`src/rtl/spi_pkg.sv`:
```
// spi_pkg: shared state encoding, frame-length codes and length decode for spi_slave
package spi_pkg;
  typedef enum logic [1:0] {IDLE, ACTIVE, DONE} state_e;
  localparam logic [1:0] LEN_8 = 2'd0, LEN_16 = 2'd1, LEN_24 = 2'd2, LEN_32 = 2'd3;
  function automatic logic [5:0] len_bits(input logic [1:0] code);
    return code == LEN_8 ? 6'd8 : code == LEN_16 ? 6'd16 : code == LEN_24 ? 6'd24 : 6'd32;
  endfunction
endpackage

```
`src/rtl/spi_sync_edge.sv`:
```
// spi_sync_edge: STAGES-flop synchroniser with one-clk rise/fall pulses on the synced level
//   clk, rst (async active-low), d (async input) -> q (synced level), rise, fall (one-clk pulses)
module spi_sync_edge #(
  parameter int   STAGES  = 2,
  parameter logic RST_VAL = 1'b0
) (
  input  logic clk,
  input  logic rst,
  input  logic d,
  output logic q,
  output logic rise,
  output logic fall
);
  logic [STAGES-1:0] sync_q;
  logic              prev_q;
  always_ff @(posedge clk or negedge rst)
    if (!rst) begin
      sync_q <= {STAGES{RST_VAL}};
      prev_q <= RST_VAL;
    end else begin
      sync_q <= {sync_q[STAGES-2:0], d};
      prev_q <= sync_q[STAGES-1];
    end
  assign q    = sync_q[STAGES-1];
  assign rise = q & ~prev_q;
  assign fall = ~q & prev_q;
endmodule

```
`src/rtl/spi_slave.sv`:
```
// spi_slave: CPHA=0 SPI responder, CPOL selectable, MSB first, 8/16/24/32-bit frames
//   clk, rst (async active-low); SPI_SCLK, CS (active low), MOSI in; MISO out
//   CPOL, default_val (MISO idle/fill), transaction_length, tx_data sampled at CS fall
//   rx_data, rx_valid (one-clk pulse), rx_short, busy out
//   SPI_SLAVE_MISO_TRISTATE_EN: when defined, MISO floats unless ACTIVE with CS low
module spi_slave
  import spi_pkg::*;
#(
  parameter int SYNC_STAGES = 2
) (
  input  logic        clk,
  input  logic        rst,
  input  logic        SPI_SCLK,
  input  logic        CS,
  input  logic        MOSI,
  output logic        MISO,
  input  logic        CPOL,
  input  logic        default_val,
  input  logic [1:0]  transaction_length,
  input  logic [31:0] tx_data,
  output logic [31:0] rx_data,
  output logic        rx_valid,
  output logic        rx_short,
  output logic        busy
);
  logic sclk_s, sclk_rise, sclk_fall, cs_s, cs_rise, cs_fall, mosi_s, mosi_rise, mosi_fall;
  logic unused_mosi_edges;
  // CS chain resets low so a CS already low at reset release never looks like a fresh fall
  spi_sync_edge #(.STAGES(SYNC_STAGES), .RST_VAL(1'b0)) u_sclk (.clk(clk), .rst(rst), .d(SPI_SCLK), .q(sclk_s), .rise(sclk_rise), .fall(sclk_fall));
  spi_sync_edge #(.STAGES(SYNC_STAGES), .RST_VAL(1'b0)) u_cs   (.clk(clk), .rst(rst), .d(CS),       .q(cs_s),   .rise(cs_rise),   .fall(cs_fall));
  spi_sync_edge #(.STAGES(SYNC_STAGES), .RST_VAL(1'b0)) u_mosi (.clk(clk), .rst(rst), .d(MOSI),     .q(mosi_s), .rise(mosi_rise), .fall(mosi_fall));
  assign unused_mosi_edges = ^{mosi_rise, mosi_fall, sclk_s};
  logic lead, trail;
  assign lead  = CPOL ? sclk_fall : sclk_rise;
  assign trail = CPOL ? sclk_rise : sclk_fall;
  state_e      state_q, state_d;
  logic [5:0]  len_q, len_d, cnt_q, cnt_d;
  logic [31:0] tx_q, tx_d, rx_q, rx_d, rx_data_q, rx_data_d;
  logic        miso_q, miso_d, valid_q, valid_d, short_q, short_d, pend_q, pend_d;
  always_ff @(posedge clk or negedge rst)
    if (!rst) begin
      state_q   <= IDLE;
      len_q     <= 6'd8;
      cnt_q     <= '0;
      tx_q      <= '0;
      rx_q      <= '0;
      rx_data_q <= '0;
      miso_q    <= 1'b0;
      valid_q   <= 1'b0;
      short_q   <= 1'b0;
      pend_q    <= 1'b0;
    end else begin
      state_q   <= state_d;
      len_q     <= len_d;
      cnt_q     <= cnt_d;
      tx_q      <= tx_d;
      rx_q      <= rx_d;
      rx_data_q <= rx_data_d;
      miso_q    <= miso_d;
      valid_q   <= valid_d;
      short_q   <= short_d;
      pend_q    <= pend_d;
    end
  // tx word is held MSB-aligned so the bit on the wire is always tx_q[31]
  always_comb begin
    state_d   = state_q;
    len_d     = len_q;
    cnt_d     = cnt_q;
    tx_d      = tx_q;
    rx_d      = rx_q;
    rx_data_d = rx_data_q;
    miso_d    = miso_q;
    valid_d   = 1'b0;
    short_d   = short_q;
    pend_d    = 1'b0;
    case (state_q)
      IDLE: if (cs_fall || pend_q) begin
        state_d = ACTIVE;
        len_d   = len_bits(transaction_length);
        tx_d    = tx_data << (6'd32 - len_d);
        rx_d    = '0;
        cnt_d   = '0;
        miso_d  = tx_d[31];
      end
      ACTIVE: if (cs_rise) state_d = DONE;
      else begin
        if (lead && cnt_q < len_q) begin
          rx_d  = {rx_q[30:0], mosi_s};
          cnt_d = cnt_q + 6'd1;
        end
        if (trail) begin
          miso_d = cnt_q < len_q ? tx_q[30] : default_val;
          tx_d   = cnt_q < len_q ? tx_q << 1 : tx_q;
        end
      end
      DONE: begin
        state_d = IDLE;
        pend_d  = cs_fall;
        if (cnt_q != 6'd0) begin
          rx_data_d = rx_q & (32'hFFFF_FFFF >> (6'd32 - len_q));
          short_d   = cnt_q < len_q;
          valid_d   = 1'b1;
        end
      end
      default: state_d = IDLE;
    endcase
  end
  assign rx_data  = rx_data_q;
  assign rx_valid = valid_q;
  assign rx_short = short_q;
  assign busy     = state_q != IDLE;
`ifdef SPI_SLAVE_MISO_TRISTATE_EN
  assign MISO = (state_q == ACTIVE && !cs_s) ? miso_q : 1'bz;
`else
  assign MISO = (state_q == ACTIVE && !cs_s) ? miso_q : default_val;
`endif
endmodule

```
`config.mk`:
```
export PLATFORM = sky130hd
export DESIGN_NAME = spi_slave
export DESIGN_NICKNAME = d
export VERILOG_FILES = /design/src/rtl/spi_pkg.sv /design/src/rtl/spi_sync_edge.sv /design/src/rtl/spi_slave.sv
export SDC_FILE = /design/constraint.sdc
export NUM_CORES = 1
export LEC_CHECK = 0
export ABC_AREA = 1
export BUFFER_PORTS_ARGS = -buffer_cell sky130_fd_sc_hd__buf_2
export CAP_MARGIN = 30
export CORE_ASPECT_RATIO = 1.5
export CORE_MARGIN = 2
export CORE_UTILIZATION = 62
export CTS_CLUSTER_DIAMETER = 50
export DETAILED_ROUTE_END_ITERATION = 6
export PLACE_DENSITY = 0.83
export SETUP_SLACK_MARGIN = 0.3
export SLEW_MARGIN = 20
export SYNTH_ARGS = -nofsm -noshare
export SYNTH_HDL_FRONTEND = slang
export SYNTH_SLANG_ARGS = --single-unit
```
`constraint.sdc`:
```
create_clock -name clk -period 5.67 [get_ports clk]
set_clock_uncertainty 0.1 [all_clocks]
set_input_delay 1.134 -clock clk [delete_from_list [all_inputs] [get_ports clk]]
set_output_delay 1.134 -clock clk [all_outputs]
set_load 0.1 [all_outputs]
```
## Yosys cells after proc, flatten, opt, wreduce, memory -nomap -nowiden

Index checks and enable logic that the tools add are counted.

| operators by class | value |
|---|---|
| add/sub/neg operators | 3 |
| $lt $le $gt $ge | 1 |
| equal/unequal tests | 10 |
| shift-type cells | 2 |
| muxes and demuxes | 30 |
| bitwise gates (word level) | 9 |
| reduce and logical (&&, ||, !) cells | 15 |

Operator list:

| operator | count |
|---|---|
| $mux 31 | 4 |
| $mux 32 | 3 |
| $pmux 32 s2 | 1 |
| $pmux 31 s2 | 1 |
| $mux 6 | 6 |
| $and 32x32->32 | 1 |
| $shl 32x6->32 | 1 |
| $shr 32x6->32 const A | 1 |
| $ne 2x2->1 const B | 6 |
| $pmux 6 s2 | 1 |
| $sub 6x6->6 const A | 2 |
| $mux 1 | 10 |
| $reduce_and 4->1 | 2 |
| $add 6x1->6 const B | 1 |
| $lt 6x6->1 | 1 |
| $reduce_and 2->1 | 3 |
| $reduce_bool 6->1 | 1 |
| $reduce_and 5->1 | 1 |
| $and 1x1->1 | 4 |
| $eq 2x1->1 const B | 2 |
| $eq 2x2->1 const B | 2 |
| $logic_not 2->1 | 2 |
| $mux 2 | 2 |
| $not 1->1 | 4 |
| 6 further kinds | 8 |

| word-level totals | value |
|---|---|
| register bits | 121 |
| input bits | 41 |
| output and inout port bits | 36 |
| logic and storage cells | 85 |

## Longest topological paths before layout

| depth | value |
|---|---|
| depth in word-level cells | 8 |
| mapped depth | 13 |
| gate-level depth less buffers | 11 |

## Modules after synthesis

A second synthesis with hierarchy kept.

| second synthesis, totals | value |
|---|---|
| cells, all modules | 825 |
| area total of the unflattened synthesis | 6178.4 um^2 |

By module, submodules not included:

| module | instances | cells an instance | area each (um^2) | seq. area each (um^2) |
|---|---|---|---|---|
| spi_slave | 1 | 804 | 5908.2 | 2753.9 |
| spi_sync_edge | 3 | 7 | 90.1 | 75.1 |

## Worst setup path after synthesis

Ideal clock, no wire load.

| path | value |
|---|---|
| path type | input-to-output |
| start | input port default_val |
| end | output port MISO |
| data arrival time | 1852 ps |
| data required time | 4436 ps |
| slack | 2584 ps |
| cell stages on the path | 2 |
| buffers on the path | 0 |
| path through | o21ai_0 -> nand2_1 |

| between the ends | value |
|---|---|
| longest elaborated chain between the ends | 1 |

Ends and longest elaborated chain:

| item | line | text |
|---|---|---|
| start: declaration | spi_slave.sv:18 | `input logic default_val,` |
| $mux 1 | spi_slave.sv:115 | `assign MISO = (state_q == ACTIVE && !cs_s) ? miso_q : default_val;` |
| end: declaration | spi_slave.sv:16 | `output logic MISO,` |

Every way passes these cells.

## Worst setup path in the final report

| path | value |
|---|---|
| start | input port transaction_length[0] |
| end | register tx_q[5] |

| between the ends | value |
|---|---|
| longest elaborated chain between the ends | 8 |
| elaborated cells between the ends (all ways) | 10 |
| those cells by class | add/sub: 1; eq/ne: 2; shift: 1; mux: 5; reduce/logical: 1 |

Ends and longest elaborated chain:

| item | line | text |
|---|---|---|
| start: declaration | spi_slave.sv:19 | `input logic [1:0] transaction_length,` |
| $eq 2x2->1 | spi_pkg.sv:6 | `return code == LEN_8 ? 6'd8 : code == LEN_16 ? 6'd16 : code == LEN_24 ? 6'd24 : 6'd32;` |
| $mux 6 (2 in series) | spi_pkg.sv:6 |  |
| $mux 6 (*) | spi_pkg.sv:6 |  |
| $sub 6x6->6 (*) | spi_slave.sv:80 | `tx_d = tx_data << (6'd32 - len_d);` |
| $shl 32x6->32 (*) | spi_slave.sv:80 |  |
| $mux 31 (*) | spi_slave.sv:77 | `IDLE: if (cs_fall \|\| pend_q) begin` |
| $pmux 31 s2 (*) | spi_slave.sv:76 | `case (state_q)` |
| end signal: assignment | spi_slave.sv:56 | `tx_q <= tx_d;` |
| end: declaration | spi_slave.sv:38 | `logic [31:0] tx_q, tx_d, rx_q, rx_d, rx_data_q, rx_data_d;` |

Every way passes the cells marked *; elsewhere a longest branch is shown, timed or not. The select of a mux whose other input is x is not followed.
A chain may end at the register's enable or synchronous reset.

==> flow_summary_export.csv <==
group,metric,value,unit
clocking,root_buffer,"clkbuf_16",
clocking,cts.clk_slew.worst_paths,0.06,ns
timing,clock.fmax,0.260,GHz
hold_path,hold_class,"reg2reg",
clocking,cts.sinks,118,
clocking,cts_buffers,17,
timing,fin_ws,1.82,ns
timing,rsz0062_at_grt,"false",
timing,worstMarginPinSlew,0.920,ns
finish,n_fill_cell,689,
setup_path,cp_slowest_cell,"o21ai_2",
yosys,yosys_warnings,0,
setup_path,crit_required,5.85,ns
floorplan,die-area,10600,sq um
setup_path,cp-start-kind,"primary input",
yosys,ys_seq_area_share,48.7,%
setup_path,arrival,4.03,ns
timing,hold_viol,0,
floorplan,pin_count,77,
place,dp_slack,1.31,ns
drt,vias_per_cell,5.24,
finish,multiInputGateArea,2570,sq um
place,port_buffers,76,
grt,overflow,0,
yosys,synthCells,848,
run,maxCapViolations,0,
setup_path,crit_buf_inv,3,
drt,wl_per_cell,13.2,um
yosys,netlist_area,6060,sq um
drt,drtPass1Iterations,6,
drt,drc_errors,0,
grt,grt_pass1_vias,5234,
finish,nets,959,
drt,via_count,5426,
timing,min_period_over_period,67.9,%
clocking,cts_tree,"yes",
finish,final_cell_count_no_fill,1036,
drt,postRouteAntennaNets,0,
clocking,cts_buffer_depth,2,
power,leakagePower,4.00,nW
clocking,htree_levels,4,
place,dp_hpwl,8.78,mm
yosys,synthesis.nets,899,
timing,finalMaxSlewViolations,0,
yosys,ys_seq_elements,118,
place,gp_congestion,0.961,
floorplan,die_x,84.8,um
finish,layout-drive-gt1-share,13.9,%
clocking,clock_latency,0.41,ns
timing,max_slew_margin,38.5,%
drt,finalWirelength,13.7,mm
clocking,cts_hold_buf,0,
drt,drt_iter0_drc,309,
setup_path,crit_type,"in2reg",
yosys,avgSynthCellArea,7.15,sq um
timing,layout_min_cycle_time,3.85,ns
yosys,synth_cell_types,26,
power,powerDensity,419,nW/um^2
floorplan,start_util,63.3,%
setup_path,critPathMostFrequentCell,"nand2_1",
finish,register_area,2950,sq um
finish,diodes,0,
floorplan,core_area,9580,sq um
grt,grt_max_degree,65,
setup_path,cp_cell_sequence,"buf_2 -> inv_1 -> ha_1 -> o21ai_2 -> nand2_1 -> buf_6 -> nand2_1 -> o21ai_0 -> nand2_1 -> o21ai_0",
grt,antenna_found_initial,0,
power,vdd_drop_max,0.298,mV
timing,setup_viol_count_final,0,
setup_path,end_kind,"flip-flop",
timing,tns,0,ns
finish,area_growth,16.3,%
clocking,cts_setup_buffers,0,
setup_path,critPathMaxStageDelay,0.52,ns
setup_path,crit_family,"buffers and inverters",
floorplan,fp-row-count,44,
clocking,cts_resized,0,
place,dp.cells,1002,
setup_path,path_max_fanout,35,
grt,grt_pass1_wl,23.4,mm
grt,grt_usage,27.2,%
run_status,status,"complete, no violations",
floorplan,die_y,125,um
-- layout by cell type (no fill, tap or decap), types with 2 or more instances in the layout --
| cell | instances |
|---|---|
| dfrtp_1 | 117 |
| clkbuf_16 | 17 |
| nor2_1 | 67 |
| buf_4 | 7 |
| nand2_2 | 4 |
| ha_1 | 10 |
| o21ai_0 | 34 |
| buf_2 | 75 |
| a21oi_1 | 2 |
| nor3_1 | 2 |
| inv_2 | 5 |
| nor3b_1 | 3 |
| nor2_2 | 2 |
| nand2_1 | 393 |
| nand3_1 | 68 |
| clkbuf_8 | 3 |
| bufinv_16 | 3 |
| clkbuf_1 | 3 |
| inv_1 | 82 |
| o21ai_1 | 2 |
| o31ai_1 | 8 |
| clkinv_2 | 5 |
-- kinds of logic after synthesis --
kind of cell,share of synthesized area (%)
compound gates,4.48
xor+xnor,0.289
fa+ha+maj,2.06
buf+inv,8.93
flops,48.7
simple gates,35.5
-- layer usage --
metal,vias to the layer above,GRT usage [%],wire (um),share of wire [%]
met1,2519,32.8,5650,41
met4,0,10.6,346,2.5
li1,2696,-,-,-
met2,181,47.5,7030,51
met5,-,0,0,0
met3,30,5.48,644,4.7
-- registers in the layout, summed over array words and instances, names as in the netlist --
register and flops:
u_sclk.prev_q 1, u_sclk.sync_q 2, u_mosi.sync_q 2, u_cs.prev_q 1, pend_q 1, rx_short 1, miso_q 1, rx_valid 1
u_cs.sync_q 2, rx_q 32, rx_data 32, tx_q 31, cnt_q 6, state_q 2, len_q 3
-- area by class of cell --
type | instances | share of cell area, %
Sequential cell | 118 | 41.9
Multi-Input combinational cell | 600 | 36.5
Clock buffer | 23 | 6.78
Timing Repair Buffer | 84 | 6.44
Inverter | 87 | 4.63
Tap cell | 115 | 2.04
Clock inverter | 9 | 1.76
-- cell usage after synthesis, drive strengths merged --
library cell	count	area (sq um)
a21oi	2	10.0
buf	25	148
clkbuf	18	67.6
dfrtp	117	2930
dfstp	1	26.3
ha	10	125
inv	87	327
nand2	397	1500
nand3	68	340
nor2	70	282
nor3	2	10.0
nor3b	3	22.5
o211ai	1	12.5
o21ai	37	189
o31ai	8	60.1
xnor2	1	8.76
xor2	1	8.76
-- per-stage QoR --
stage	util, %	hold slack (ns)	total power, mW	area, sq um
floorplan	-	0.231	1.69	6060
global placement	67.1	0.232	1.85	6420
detailed placement	67.1	0.235	1.87	6420
CTS	73.3	0.248	2.96	7030
global route	73.6	0.258	3.13	7050
finish	73.6	0.247	2.96	7050
-- final timing paths --
check / from / to / slack [ns] / cells after the start
setup / recovery: transaction_length[0] / tx_q[5]$_DFFE_PN0P_ / 1.82 / 10
max in group asynchronous: rst / tx_q[28]$_DFFE_PN0P_ / 3.54 / 2
setup reg to reg: len_q[3]$_DFFE_PN1P_ / rx_data[24]$_DFFE_PN0P_ / 3.27 / 6
min in group asynchronous: rst / rx_data[12]$_DFFE_PN0P_ / 0.68 / 1
hold reg to reg: u_cs.sync_q[0]$_DFF_PN0_ / u_cs.sync_q[1]$_DFF_PN0_ / 0.25 / 0
hold / removal: u_cs.sync_q[0]$_DFF_PN0_ / u_cs.sync_q[1]$_DFF_PN0_ / 0.25 / 0
-- report_power, final --
group          switching [mW]  leakage, nW  internal [mW]  total, mW
Clock                   0.364        0.301          0.722       1.09
Sequential             0.0814         1.58          0.980       1.06
Combinational           0.608         2.12          0.202      0.810
-- worst reg2reg max path, cell delays in order, from the launching register on --
cell and delay [ns]:
dfstp_2 0.56, inv_1 0.06, ha_1 0.20, xor2_1 0.74, nor2_1 0.37, nand3_1 0.20
nand2_1 0.06
Note: power is estimated with default switching activity, not from simulation.
